**config.mk**
```make
export PLATFORM = sky130hd
export DESIGN_NAME = tg_lock_ctrl
export DESIGN_NICKNAME = d
export VERILOG_FILES = /design/src/rtl/tg_lock_ctrl.sv
export SDC_FILE = /design/constraint.sdc
export NUM_CORES = 1
export LEC_CHECK = 0
export BUFFER_PORTS_ARGS = -buffer_cell sky130_fd_sc_hd__buf_2
export CAP_MARGIN = 20
export CORE_AREA = 4 4 72 74
export CTS_BUF_LIST = sky130_fd_sc_hd__clkbuf_4 sky130_fd_sc_hd__clkbuf_8 sky130_fd_sc_hd__clkbuf_16
export DETAILED_ROUTE_END_ITERATION = 8
export DIE_AREA = 0 0 76 78
export PLACE_DENSITY = 0.75
export SLEW_MARGIN = 20
export SYNTH_ARGS = -nofsm -noshare
export SYNTH_HDL_FRONTEND = slang
export SYNTH_SLANG_ARGS = --single-unit
```
**constraint.sdc**
```tcl
create_clock -name clk74m -period 3.3 [get_ports clk74m]
set_input_delay 0.165 -clock clk74m [delete_from_list [all_inputs] [get_ports clk74m]]
set_output_delay 0.165 -clock clk74m [all_outputs]
set_load 0.05 [all_outputs]
```
**src/rtl/tg_lock_ctrl.sv**
```systemverilog
// tg_lock_ctrl -- frame-lock controller for the 720p output timing generator.
//
// Compares received-stream frame starts against the generator's vertical
// position, pulses the generator's vertical clear to pull it into phase,
// tracks lock quality and flags loss of the incoming signal.
//
// Ports:
//   clk74m          in   pixel clock, sole clock
//   restart         in   synchronous active-high reset
//   enable          in   level; 0 holds the block in IDLE
//   rx_frame_start  in   one-cycle pulse at received-frame wrap (already in clk74m)
//   tg_hcount[10:0] in   generator horizontal count
//   tg_vcount[10:0] in   generator vertical count
//   tg_vclr         out  one-cycle pulse to the generator's vertical clear
//   locked          out  high while in LOCKED
//   no_signal       out  frame-start timeout flag
//   state[1:0]      out  0 IDLE, 1 ACQUIRE, 2 TRACK, 3 LOCKED
//   phase_err[11:0] out  signed error sampled at the last evaluated frame start
//   resync_cnt[7:0] out  number of vclr pulses issued, saturating at 255
//
// Every output is registered: all responses to an input sampled at an edge
// become visible in the cycle after that edge.

module tg_lock_ctrl #(
    parameter int VTOTAL         = 749,
    parameter int TOL            = 2,
    parameter int LOCK_CNT       = 4,
    parameter int LOSS_CNT       = 3,
    parameter int TIMEOUT_FRAMES = 3
) (
    input  logic        clk74m,
    input  logic        restart,
    input  logic        enable,
    input  logic        rx_frame_start,
    input  logic [10:0] tg_hcount,
    input  logic [10:0] tg_vcount,
    output logic        tg_vclr,
    output logic        locked,
    output logic        no_signal,
    output logic [1:0]  state,
    output logic [11:0] phase_err,
    output logic [7:0]  resync_cnt
);

    typedef enum logic [1:0] {
        IDLE    = 2'd0,
        ACQUIRE = 2'd1,
        TRACK   = 2'd2,
        LOCKED  = 2'd3
    } state_t;

    localparam int MW = $clog2(LOCK_CNT + 1);
    localparam int LW = $clog2(LOSS_CNT + 1);
    localparam int TW = $clog2(TIMEOUT_FRAMES + 1);

    localparam logic [MW-1:0] LOCK_V    = MW'(LOCK_CNT);
    localparam logic [LW-1:0] LOSS_V    = LW'(LOSS_CNT);
    localparam logic [TW-1:0] TMO_V     = TW'(TIMEOUT_FRAMES);
    localparam logic [11:0]   HALF_V    = 12'(VTOTAL / 2);
    localparam logic [11:0]   LINES_V   = 12'(VTOTAL + 1);
    localparam logic [11:0]   TOL_V     = 12'(TOL);

    state_t          state_reg, state_next;
    logic            vclr_reg, vclr_next;
    logic            locked_reg, locked_next;
    logic            no_signal_reg, no_signal_next;
    logic [11:0]     phase_err_reg, phase_err_next;
    logic [7:0]      resync_cnt_reg, resync_cnt_next;
    logic [MW-1:0]   match_cnt_reg, match_cnt_next;
    logic [LW-1:0]   miss_cnt_reg, miss_cnt_next;
    logic [TW-1:0]   tmo_cnt_reg, tmo_cnt_next;

    logic [11:0]     vcount_ext;
    logic [11:0]     err;
    logic [11:0]     err_abs;
    logic            is_match;
    logic            wrap;
    logic            do_vclr;

    // Signed phase error: lines past the generator's frame start are positive,
    // lines before the wrap (upper half of the frame) are negative.
    assign vcount_ext = {1'b0, tg_vcount};
    assign err        = (vcount_ext <= HALF_V) ? vcount_ext : (vcount_ext - LINES_V);
    assign err_abs    = err[11] ? (~err + 12'd1) : err;
    assign is_match   = (err_abs <= TOL_V);
    assign wrap       = (tg_vcount == 11'd0) && (tg_hcount == 11'd0);

    always_comb begin
        state_next      = state_reg;
        vclr_next       = 1'b0;
        no_signal_next  = no_signal_reg;
        phase_err_next  = phase_err_reg;
        resync_cnt_next = resync_cnt_reg;
        match_cnt_next  = match_cnt_reg;
        miss_cnt_next   = miss_cnt_reg;
        tmo_cnt_next    = tmo_cnt_reg;
        do_vclr         = 1'b0;

        if (state_reg == IDLE) begin
            if (enable) begin
                state_next = ACQUIRE;
            end
        end else if (!enable) begin
            state_next     = IDLE;
            no_signal_next = 1'b0;
            match_cnt_next = '0;
            miss_cnt_next  = '0;
            tmo_cnt_next   = '0;
        end else if (rx_frame_start) begin
            // A frame start always beats a coincident generator wrap.
            tmo_cnt_next   = '0;
            no_signal_next = 1'b0;
            case (state_reg)
                ACQUIRE: begin
                    do_vclr        = 1'b1;
                    match_cnt_next = '0;
                    state_next     = TRACK;
                end
                TRACK: begin
                    phase_err_next = err;
                    if (is_match) begin
                        match_cnt_next = match_cnt_reg + 1'b1;
                        if (match_cnt_reg + 1'b1 == LOCK_V) begin
                            state_next    = LOCKED;
                            miss_cnt_next = '0;
                        end
                    end else begin
                        do_vclr        = 1'b1;
                        match_cnt_next = '0;
                    end
                end
                LOCKED: begin
                    phase_err_next = err;
                    if (is_match) begin
                        miss_cnt_next = '0;
                    end else if (miss_cnt_reg + 1'b1 == LOSS_V) begin
                        do_vclr        = 1'b1;
                        match_cnt_next = '0;
                        miss_cnt_next  = '0;
                        state_next     = TRACK;
                    end else begin
                        miss_cnt_next = miss_cnt_reg + 1'b1;
                    end
                end
                default: begin
                    state_next = IDLE;
                end
            endcase
        end else if (wrap) begin
            if (tmo_cnt_reg + 1'b1 == TMO_V) begin
                no_signal_next = 1'b1;
                state_next     = ACQUIRE;
                match_cnt_next = '0;
                miss_cnt_next  = '0;
                tmo_cnt_next   = '0;
            end else begin
                tmo_cnt_next = tmo_cnt_reg + 1'b1;
            end
        end

        if (do_vclr) begin
            vclr_next = 1'b1;
            if (resync_cnt_reg != 8'hFF) begin
                resync_cnt_next = resync_cnt_reg + 8'd1;
            end
        end

        // locked is a registered decode of the next state so it moves with it.
        locked_next = (state_next == LOCKED);
    end

    always_ff @(posedge clk74m) begin
        if (restart) begin
            state_reg      <= IDLE;
            vclr_reg       <= 1'b0;
            locked_reg     <= 1'b0;
            no_signal_reg  <= 1'b0;
            phase_err_reg  <= '0;
            resync_cnt_reg <= '0;
            match_cnt_reg  <= '0;
            miss_cnt_reg   <= '0;
            tmo_cnt_reg    <= '0;
        end else begin
            state_reg      <= state_next;
            vclr_reg       <= vclr_next;
            locked_reg     <= locked_next;
            no_signal_reg  <= no_signal_next;
            phase_err_reg  <= phase_err_next;
            resync_cnt_reg <= resync_cnt_next;
            match_cnt_reg  <= match_cnt_next;
            miss_cnt_reg   <= miss_cnt_next;
            tmo_cnt_reg    <= tmo_cnt_next;
        end
    end

    assign tg_vclr    = vclr_reg;
    assign locked     = locked_reg;
    assign no_signal  = no_signal_reg;
    assign state      = state_reg;
    assign phase_err  = phase_err_reg;
    assign resync_cnt = resync_cnt_reg;

endmodule
```
==> impl_metrics.toml, run 1 <==
[min_path]
hold_class = "input port to flip-flop"
hold_start = "enable"

[critical_path]
cp-start-kind = "input port"
r2r-start = "state[1]"
worst-path-max-fanout = 9
path_class = "input port to flip-flop"
crit_required_ns = 3.45
r2r_slack_ns = 1.06
slowest_stage = "or4_4"
critPathLaunch = "tg_vcount[0]"
cp-end-kind = "flip-flop"
cp.arrival_ns = 3.21
slowest_delay_ns = 0.53
crit_chain = "buf_2 -> or4_4 -> or4_4 -> a21oi_1 -> a21oi_1 -> ha_1 -> o21a_1 -> nor4_1 -> a21oi_2 -> nor4_4 -> buf_4 -> o21a_1 -> nor3_2"

[drt]
wl_um = 5414
drt_iter0_markers = 120
viasPerCell = 5.653
wl_per_cell_um = 13.81
vias = 2216
dr.pass1.iters = 6
drc = 0
final_antenna_net_count = 0

[synthesis]
synthArstFlopShare_pct = 0
synthTopCellsByArea = "dfxtp_1 29%, nor2_1 5.3%, a21oi_1 4.3%, a211oi_1 4.1%, nand2_1 3.6%"
ys_types = 58
synth_flop_cell = "dfxtp_1"
synthesis.area_mm2 = 0.002188
yosysMostFrequentCell = "dfxtp_1"
synth_edf_count = 0
ys_ff_latch = 32
syn_nets = 307
synthCells = 275
synth_top_area_share_pct = 29.27
synth_seq_area_share_pct = 29.27
yosys_warnings = 0
avgSynthCellArea_um2 = 7.958
synth_top_area_cell = "dfxtp_1"
synthTopCellsByCount = "32 x dfxtp_1, 31 x nor2_1, 21 x nand2_1"

[cts]
clkLatencyLatePin_ns = 0.28
cts_buffers = 5
hold_buffers = 0
cts_tree = "done"
cts_setup_buffers = 0
cts_resized = 0
cts-root-buf = "clkbuf_8"
clockBufferDepth = 2
clock-sinks = 32
clk_pin_slew_ns = 0.06
cts_max_level = 2

[power_and_ir_drop]
total_power_uw = 904.2
powerDensity_mw_per_mm2 = 337.8
ir_drop_uv = 126.3
leakage_uw = 0.001113

[placement]
port_buffers = 50
placed_cells = 384
gp_congestion = 0.9342
pre_cts_slack_ns = -0.02623
dp_hpwl_um = 4223

[layout]
fin_cells = 392
antenna_cells = 0
nets = 369
largest_reg_flops = 12
syn2layout_area_growth_pct = 22.30
layout-drive-gt1-share_pct = 29.59

[global_routing]
grtUsageTotal_pct = 18.39
gr-total-overflow = 0
grt_pass1_vias = 2001
grt_start_max_net_pins = 32
antenna_found_initial = 0
grt_pass1_wl_um = 9087

[timing]
final.setup.worst_slack_ns = 0.2424
rsz0062_at_grt = "false"
final.setup_skew_ns = 0.004749
period_share_pct = 92.65
worstMarginPinSlew_ns = 0.7810
drv_slew = 0
fmaxAchievable_mhz = 327.1
min_period_ns = 3.058
slew_headroom_pct = 47.94
finalHoldViolations = 0
setup_viol = 0

[status]
status = "completed"

[floorplanning]
io_pins = 51
row_count = 25
die_x_um = 76
die_h_um = 78
die-area_mm2 = 0.005928
start_util_pct = 47.59
core_area_mm2 = 0.004598

[job]
drv_cap = 0
[worst paths after layout]
check | endpoint | depth (start not counted)
setup / recovery | resync_cnt[6] | 13
hold / removal | state[0] | 3
setup reg to reg | resync_cnt[7] | 6
hold reg to reg | phase_err[0] | 2
[cells by family after synthesis]
logic type | count (synthesis) | synth area share (%)
AND/OR/NAND/NOR | 123 | 31.62
flip-flops | 32 | 29.27
XOR/XNOR | 12 | 5.146
adder cells (fa/ha/maj) | 6 | 3.430
buffers and inverters | 25 | 5.431
multiplexers | 4 | 1.944
AO/OA/AOI/OAI | 73 | 23.16
[report_power, final]
group          total [uW]  switching, uW  internal (uW)
Combinational         187            112           74.9
Sequential            394           4.37            390
Clock                 323            137            186
Total                 904            253            651
[layout by cell type (no fill, tap or decap), types with 8 or more instances in the layout]
master    count
buf_2        50
dfxtp_1      32
nor2_1       31
nand2_1      21
buf_4        21
a21oi_1      19
a211oi_1     12
nand3_1      11
inv_1         9
nor4_1        9
nand2b_1      8
nor3_1        8
[stage by stage]
step	instance area (um2)	hold slack, ns	utilization [%]	TNS (ns)
3_5_place_dp	2579	0.4524	56.08	-0.06501
5_1_grt	2676	0.2704	58.20	0
2_1_floorplan	2188	0.3010	-	0
3_3_place_gp	2579	0.4435	56.08	0
4_1_cts	2676	0.2325	58.20	0
6_report	2676	0.2398	58.20	0
[worst max-delay path: cells and delay by family]
family                     cells  cell delay (ns)
AOI/OAI and AO/OA              5             0.72
and+or+nand+nor                5             1.75
adders and majority gates      1             0.23
buffers and inverters          2             0.33
[per-layer routing]
metal	part of all wire, %	wire length, um	global-route usage, %	up-vias
met5	0	0	0	-
met1	45	2444	23.00	996
met2	46	2474	29.97	76
li1	-	-	-	1135
met4	1.9	102	7.651	0
met3	7.3	394	4.524	9
[cell type report]
type	count	area, um2
clock buffers	8	97.59
fillers	461	1922
inverters	9	33.78
well taps	54	67.56
flip-flops and latches	32	640.6
repair buffers	71	407.9
multi-input cells	218	1429
Note: power is estimated with default switching activity, not from simulation.
==> run 2: changes to the inputs <==
- REMOVE_ABC_BUFFERS: unset -> 1
==> impl_metrics.toml, run 2 (same netlist as run 1, synthesis figures left out) <==
[layout]
nets = 371
final_common_cell = "buf_2"
multi_input_area_mm2 = 0.001429
layout-drive-gt1-share_pct = 29.79
fillers = 415
final_util_pct = 58.50
final_cell_mix = "50 x buf_2, 32 x dfxtp_1, 31 x nor2_1"
largest_reg_flops = 12
antenna_cells = 0
syn2layout_area_growth_pct = 22.93
register_area_um2 = 640.6

[drt]
final_antenna_net_count = 0
dr.pass1.iters = 4
vias = 2252
viasPerCell = 5.730
wl_per_cell_um = 13.06
drt_iter0_markers = 144
drc = 0
wl_um = 5134

[timing]
setup_viol = 0
period_share_pct = 91.33
final.setup_skew_ns = 0.005069
rsz0062_at_grt = "false"
drv_slew = 0
finalHoldViolations = 0
min_period_ns = 3.014
slew_headroom_pct = 51.09
final.setup.worst_slack_ns = 0.2861
worstMarginPinSlew_ns = 0.7336
fmaxAchievable_mhz = 331.8

[floorplanning]
row_count = 25
die_h_um = 78
die-area_mm2 = 0.005928
io_pins = 51
die_x_um = 76
core_area_mm2 = 0.004598
start_util_pct = 47.59

[cts]
clkLatencyLatePin_ns = 0.29
clock-sinks = 32
cts_tree = "done"
cts-root-buf = "clkbuf_8"
cts_buffers = 5
clk_pin_slew_ns = 0.06
hold_buffers = 0
cts_setup_buffers = 0
clockBufferDepth = 2
cts_max_level = 2
cts_resized = 0

[critical_path]
path_class = "input port to flip-flop"
worst-path-max-fanout = 10
cp-end-kind = "flip-flop"
cp_num_buf_inv = 2
cp.arrival_ns = 3.19
crit_chain = "buf_2 -> or4_4 -> or4_4 -> a21oi_1 -> a21oi_1 -> ha_1 -> o21a_1 -> nor4_1 -> a21oi_2 -> nor4_4 -> buf_4 -> nor4b_2 -> mux2_1"
cp_top_family = "simple AND/OR/NAND/NOR gates"
cp-start-kind = "input port"
slowest_stage = "or4_4"
crit_required_ns = 3.47
slowest_delay_ns = 0.52

[global_routing]
grt_pass1_wl_um = 8935
grt_start_max_net_pins = 32
grt_pass1_vias = 2048
gr-total-overflow = 0
antenna_found_initial = 0
grtUsageTotal_pct = 17.86

[placement]
gp_congestion = 0.9343
dp_hpwl_um = 3943
port_buffers = 50
pre_cts_slack_ns = -0.02083

[power_and_ir_drop]
leakage_uw = 0.001121
ir_drop_uv = 159.0
powerDensity_mw_per_mm2 = 337.0
total_power_uw = 906.5

[min_path]
hold_class = "input port to flip-flop"

[job]
drv_cap = 0

[status]
status = "completed"
[run 2: final timing paths]
kind / slack [ns] / start / cells after the start / endpoint
setup / recovery: 0.29 / tg_vcount[0] / 13 / resync_cnt[4]
hold / removal: 0.24 / enable / 3 / state[0]
setup reg to reg: 1.05 / state[1] / 6 / resync_cnt[7]
hold reg to reg: 0.46 / phase_err[0] / 2 / phase_err[0]
[run 2: metal layers]
metal | wire length (um) | vias to the layer above | track usage [%]
li1 | - | 1134 | -
met1 | 2251 | 1032 | 22.43
met2 | 2441 | 79 | 28.85
met3 | 357 | 7 | 4.176
met4 | 84 | 0 | 8.007
met5 | 0 | - | 0
[run 2: metrics by stage]
step / instance area (um2) / hold WS, ns / TNS [ns] / std cells
after detailed placement: 2594 / 0.4535 / -0.03860 / 386
after global routing: 2690 / 0.2660 / 0 / 393
after global placement: 2594 / 0.4443 / 0 / 386
after CTS: 2690 / 0.2384 / 0 / 393
after floorplan: 2103 / 0.2341 / -0.1249 / 259
final: 2690 / 0.2393 / 0 / 393
[run 2: worst reg2reg max path, delay by kind of cell, from the launching register on]
| kind | cells | cell delay, ns |
|---|---|---|
| AND/OR/NAND/NOR | 4 | 1.17 |
| flip-flops | 1 | 0.53 |
| AO/OA/AOI/OAI | 2 | 0.47 |
[run 2: final cells by class]
| type | count | share of cell area [%] |
|---|---|---|
| multi-input combinational | 218 | 53.12 |
| tap | 54 | 2.512 |
| sequential | 32 | 23.81 |
| timing repair buffer | 73 | 15.72 |
| clock buffer | 7 | 3.581 |
| inverter | 9 | 1.256 |
[run 2: power by group]
group          switching [uW]  internal, uW  leakage (uW)
sequential               4.34           390      0.000258
combinational             111          77.1      0.000813
clock                     139           185     0.0000503
==> run 3: changes to the inputs <==
- ABC_AREA: unset -> 1
- CORE_AREA: 4 4 72 74 -> 2 2 73 75
- DIE_AREA: 0 0 76 78 -> 0 0 75 77
- PLACE_DENSITY: 0.75 -> 0.74
- SETUP_SLACK_MARGIN: unset -> 0.4
==> impl_metrics.toml, run 3 <==
[status]
status = "completed"

[synthesis]
synthTopCellsByCount = "92 x nand2_1, 50 x inv_1, 42 x nor2_1"
ys_types = 34
yosysMostFrequentCell = "nand2_1"
ys_ff_latch = 32
synthesis.area_mm2 = 0.002356
synthCells = 366
synthArstFlopShare_pct = 0
yosys_warnings = 0
synth_top_area_cell = "dfxtp_1"
avgSynthCellArea_um2 = 6.437
synth_edf_count = 0
synthTopCellsByArea = "dfxtp_1 27%, nand2_1 15%, inv_1 8.0%, nor2_1 6.7%, nand3_1 5.3%"
synth_flop_cell = "dfxtp_1"
synth_seq_area_share_pct = 27.19
synth_top_area_share_pct = 27.19

[critical_path]
slowest_delay_ns = 0.20
cp-start-kind = "input port"
crit_chain = "buf_2 -> ha_1 -> inv_1 -> nand2_1 -> nand2_2 -> nand2_4 -> nand3_4 -> nand2_1 -> nand2_2 -> ha_1 -> inv_1 -> nand3_1 -> nor2_1 -> nor2_1 -> nor2_2 -> nand2_2 -> nor2_8 -> nand4_4 -> nand3_4 -> nand2_1 -> a21oi_1"
worst-path-max-fanout = 12
worst_r2r_endpoint = "resync_cnt[0]"
crit_required_ns = 3.52
r2r_slack_ns = 1.26
reg2reg_depth = 8
slowest_stage = "ha_1"
cp-end-kind = "flip-flop"
r2r-start = "state[1]"
path_class = "input port to flip-flop"
cp.arrival_ns = 2.52

[cts]
clockBufferDepth = 2
cts_buffers = 5
hold_buffers = 0
cts_max_level = 2
cts_tree = "done"
clock-sinks = 32
clk_pin_slew_ns = 0.07
cts_setup_buffers = 0
cts-root-buf = "clkbuf_8"
clkLatencyLatePin_ns = 0.29
cts_resized = 0

[min_path]
min_path_cells = 2
hold_class = "input port to flip-flop"
min_to = "tg_vclr"
hold_start = "restart"

[drt]
wl_um = 5652
wl_per_cell_um = 11.56
drt_iter0_markers = 163
final_antenna_net_count = 0
drc = 0
viasPerCell = 5.020
vias = 2455
dr.pass1.iters = 4

[timing]
slew_headroom_pct = 43.54
min_period_ns = 2.306
fin_tns_setup_ns = 0
final.setup.worst_slack_ns = 0.9944
drv_slew = 0
rsz0062_at_grt = "false"
setup_viol = 0
final.setup_skew_ns = 0.004935
fmaxAchievable_mhz = 433.7
finalHoldViolations = 0
worstMarginPinSlew_ns = 0.8469
period_share_pct = 69.87

[layout]
antenna_cells = 0
syn2layout_area_growth_pct = 18.06
nets = 450
layout-drive-gt1-share_pct = 21.72
fin_cells = 489
final_util_pct = 55.88
final_cell_mix = "92 x nand2_1, 50 x inv_1, 50 x buf_2"
largest_reg_flops = 12
fillers = 498
final_common_cell = "nand2_1"

[global_routing]
grt_start_max_net_pins = 21
gr-total-overflow = 0
grt_pass1_wl_um = 9832
antenna_found_initial = 0
grt_pass1_vias = 2290
grtUsageTotal_pct = 21.29

[power_and_ir_drop]
clkPwrFrac_pct = 36.7
ir_drop_uv = 257.6
power_frac_comb_pct = 23.4
internal-power_uw = 707.9
leakage_uw = 0.001456
switching_share_pct = 31.49
power_frac_seq_pct = 39.9
powerDensity_mw_per_mm2 = 371.5
p_switching_uw = 325.4

[floorplanning]
row_count = 26
die-area_mm2 = 0.005775
die_x_um = 75
io_pins = 51
start_util_pct = 47.34
core_area_mm2 = 0.004977
die_h_um = 77

[placement]
port_buffers = 50
pre_cts_slack_ns = 0.6985
gp_congestion = 0.9416
placed_cells = 481
dp_hpwl_um = 4321

[job]
drv_cap = 0
-- run 3: cell types whose count changed in the layout (fill, tap and decap cells not counted), sizes merged, moves of 6 or more --
cell,before,now
nand2,22,105
inv,9,55
buf,73,51
nor2,31,49
nand3,13,30
a211oi,12,1
nand4,6,16
nand2b,8,0
nor4,11,4
o21bai,0,6
-- run 3: per-layer routing --
metal	part of all wire, %	GRT usage [%]
met1	47	28.40
met2	47	34.30
met3	4.0	3.679
met4	1.4	6.786
met5	0	0
-- run 3: layout make-up --
| type | instances | area (um2) | share of cell area, % |
|---|---|---|---|
| Sequential cell | 32 | 640.6 | 23.03 |
| Tap cell | 70 | 87.58 | 3.149 |
| Multi-Input combinational cell | 273 | 1478 | 53.13 |
| Inverter | 55 | 206.4 | 7.422 |
| Clock inverter | 2 | 35.03 | 1.260 |
| Timing Repair Buffer | 51 | 257.7 | 9.267 |
| Clock buffer | 6 | 76.32 | 2.744 |
-- run 3: worst max-delay path, delay by kind of cell --
family / cells / cell delay [ns]
AOI/OAI and AO/OA: 1 / 0.13
adders and majority gates: 2 / 0.38
buffers and inverters: 3 / 0.27
and+or+nand+nor: 15 / 1.56
-- run 3: kinds of logic after synthesis --
| family | Yosys count | share of synthesized area, % |
|---|---|---|
| and+or+nand+nor | 213 | 44.34 |
| buffers and inverters | 61 | 10.09 |
| AOI/OAI and AO/OA | 41 | 10.04 |
| DFF | 32 | 27.19 |
| xor gates and xnor gates | 13 | 5.152 |
| adders and majority gates | 6 | 3.186 |
-- run 3: power by group through the flow --
stage	registers, uW	logic (uW)	clock network, uW
2_1_floorplan	439	155	0
3_3_place_gp	420	235	0
3_5_place_dp	420	240	0
4_1_cts	412	241	386
5_1_grt	414	271	408
6_report	412	242	379
-- run 3: through the flow --
stage / instance area, um2 / power (uW) / hold slack (ns)
5_1_grt: 2781 / 1093 / 0.2316
6_report: 2781 / 1033 / 0.2127
3_5_place_dp: 2670 / 660.1 / 0.4849
4_1_cts: 2781 / 1039 / 0.2128
3_3_place_gp: 2670 / 654.7 / 0.4806
2_1_floorplan: 2325 / 594.5 / 0.2341
-- run 3: how the worst max path moves through the flow --
stage | from | endpoint | depth (start not counted)
2_1_floorplan | state[1] | match_cnt_reg[0] | 9
3_3_place_gp | tg_vcount[1] | resync_cnt[0] | 22
3_5_place_dp | tg_vcount[1] | resync_cnt[0] | 22
4_1_cts | tg_vcount[1] | resync_cnt[7] | 21
5_1_grt | tg_vcount[1] | miss_cnt_reg[0] | 23
6_report | tg_vcount[1] | resync_cnt[7] | 21
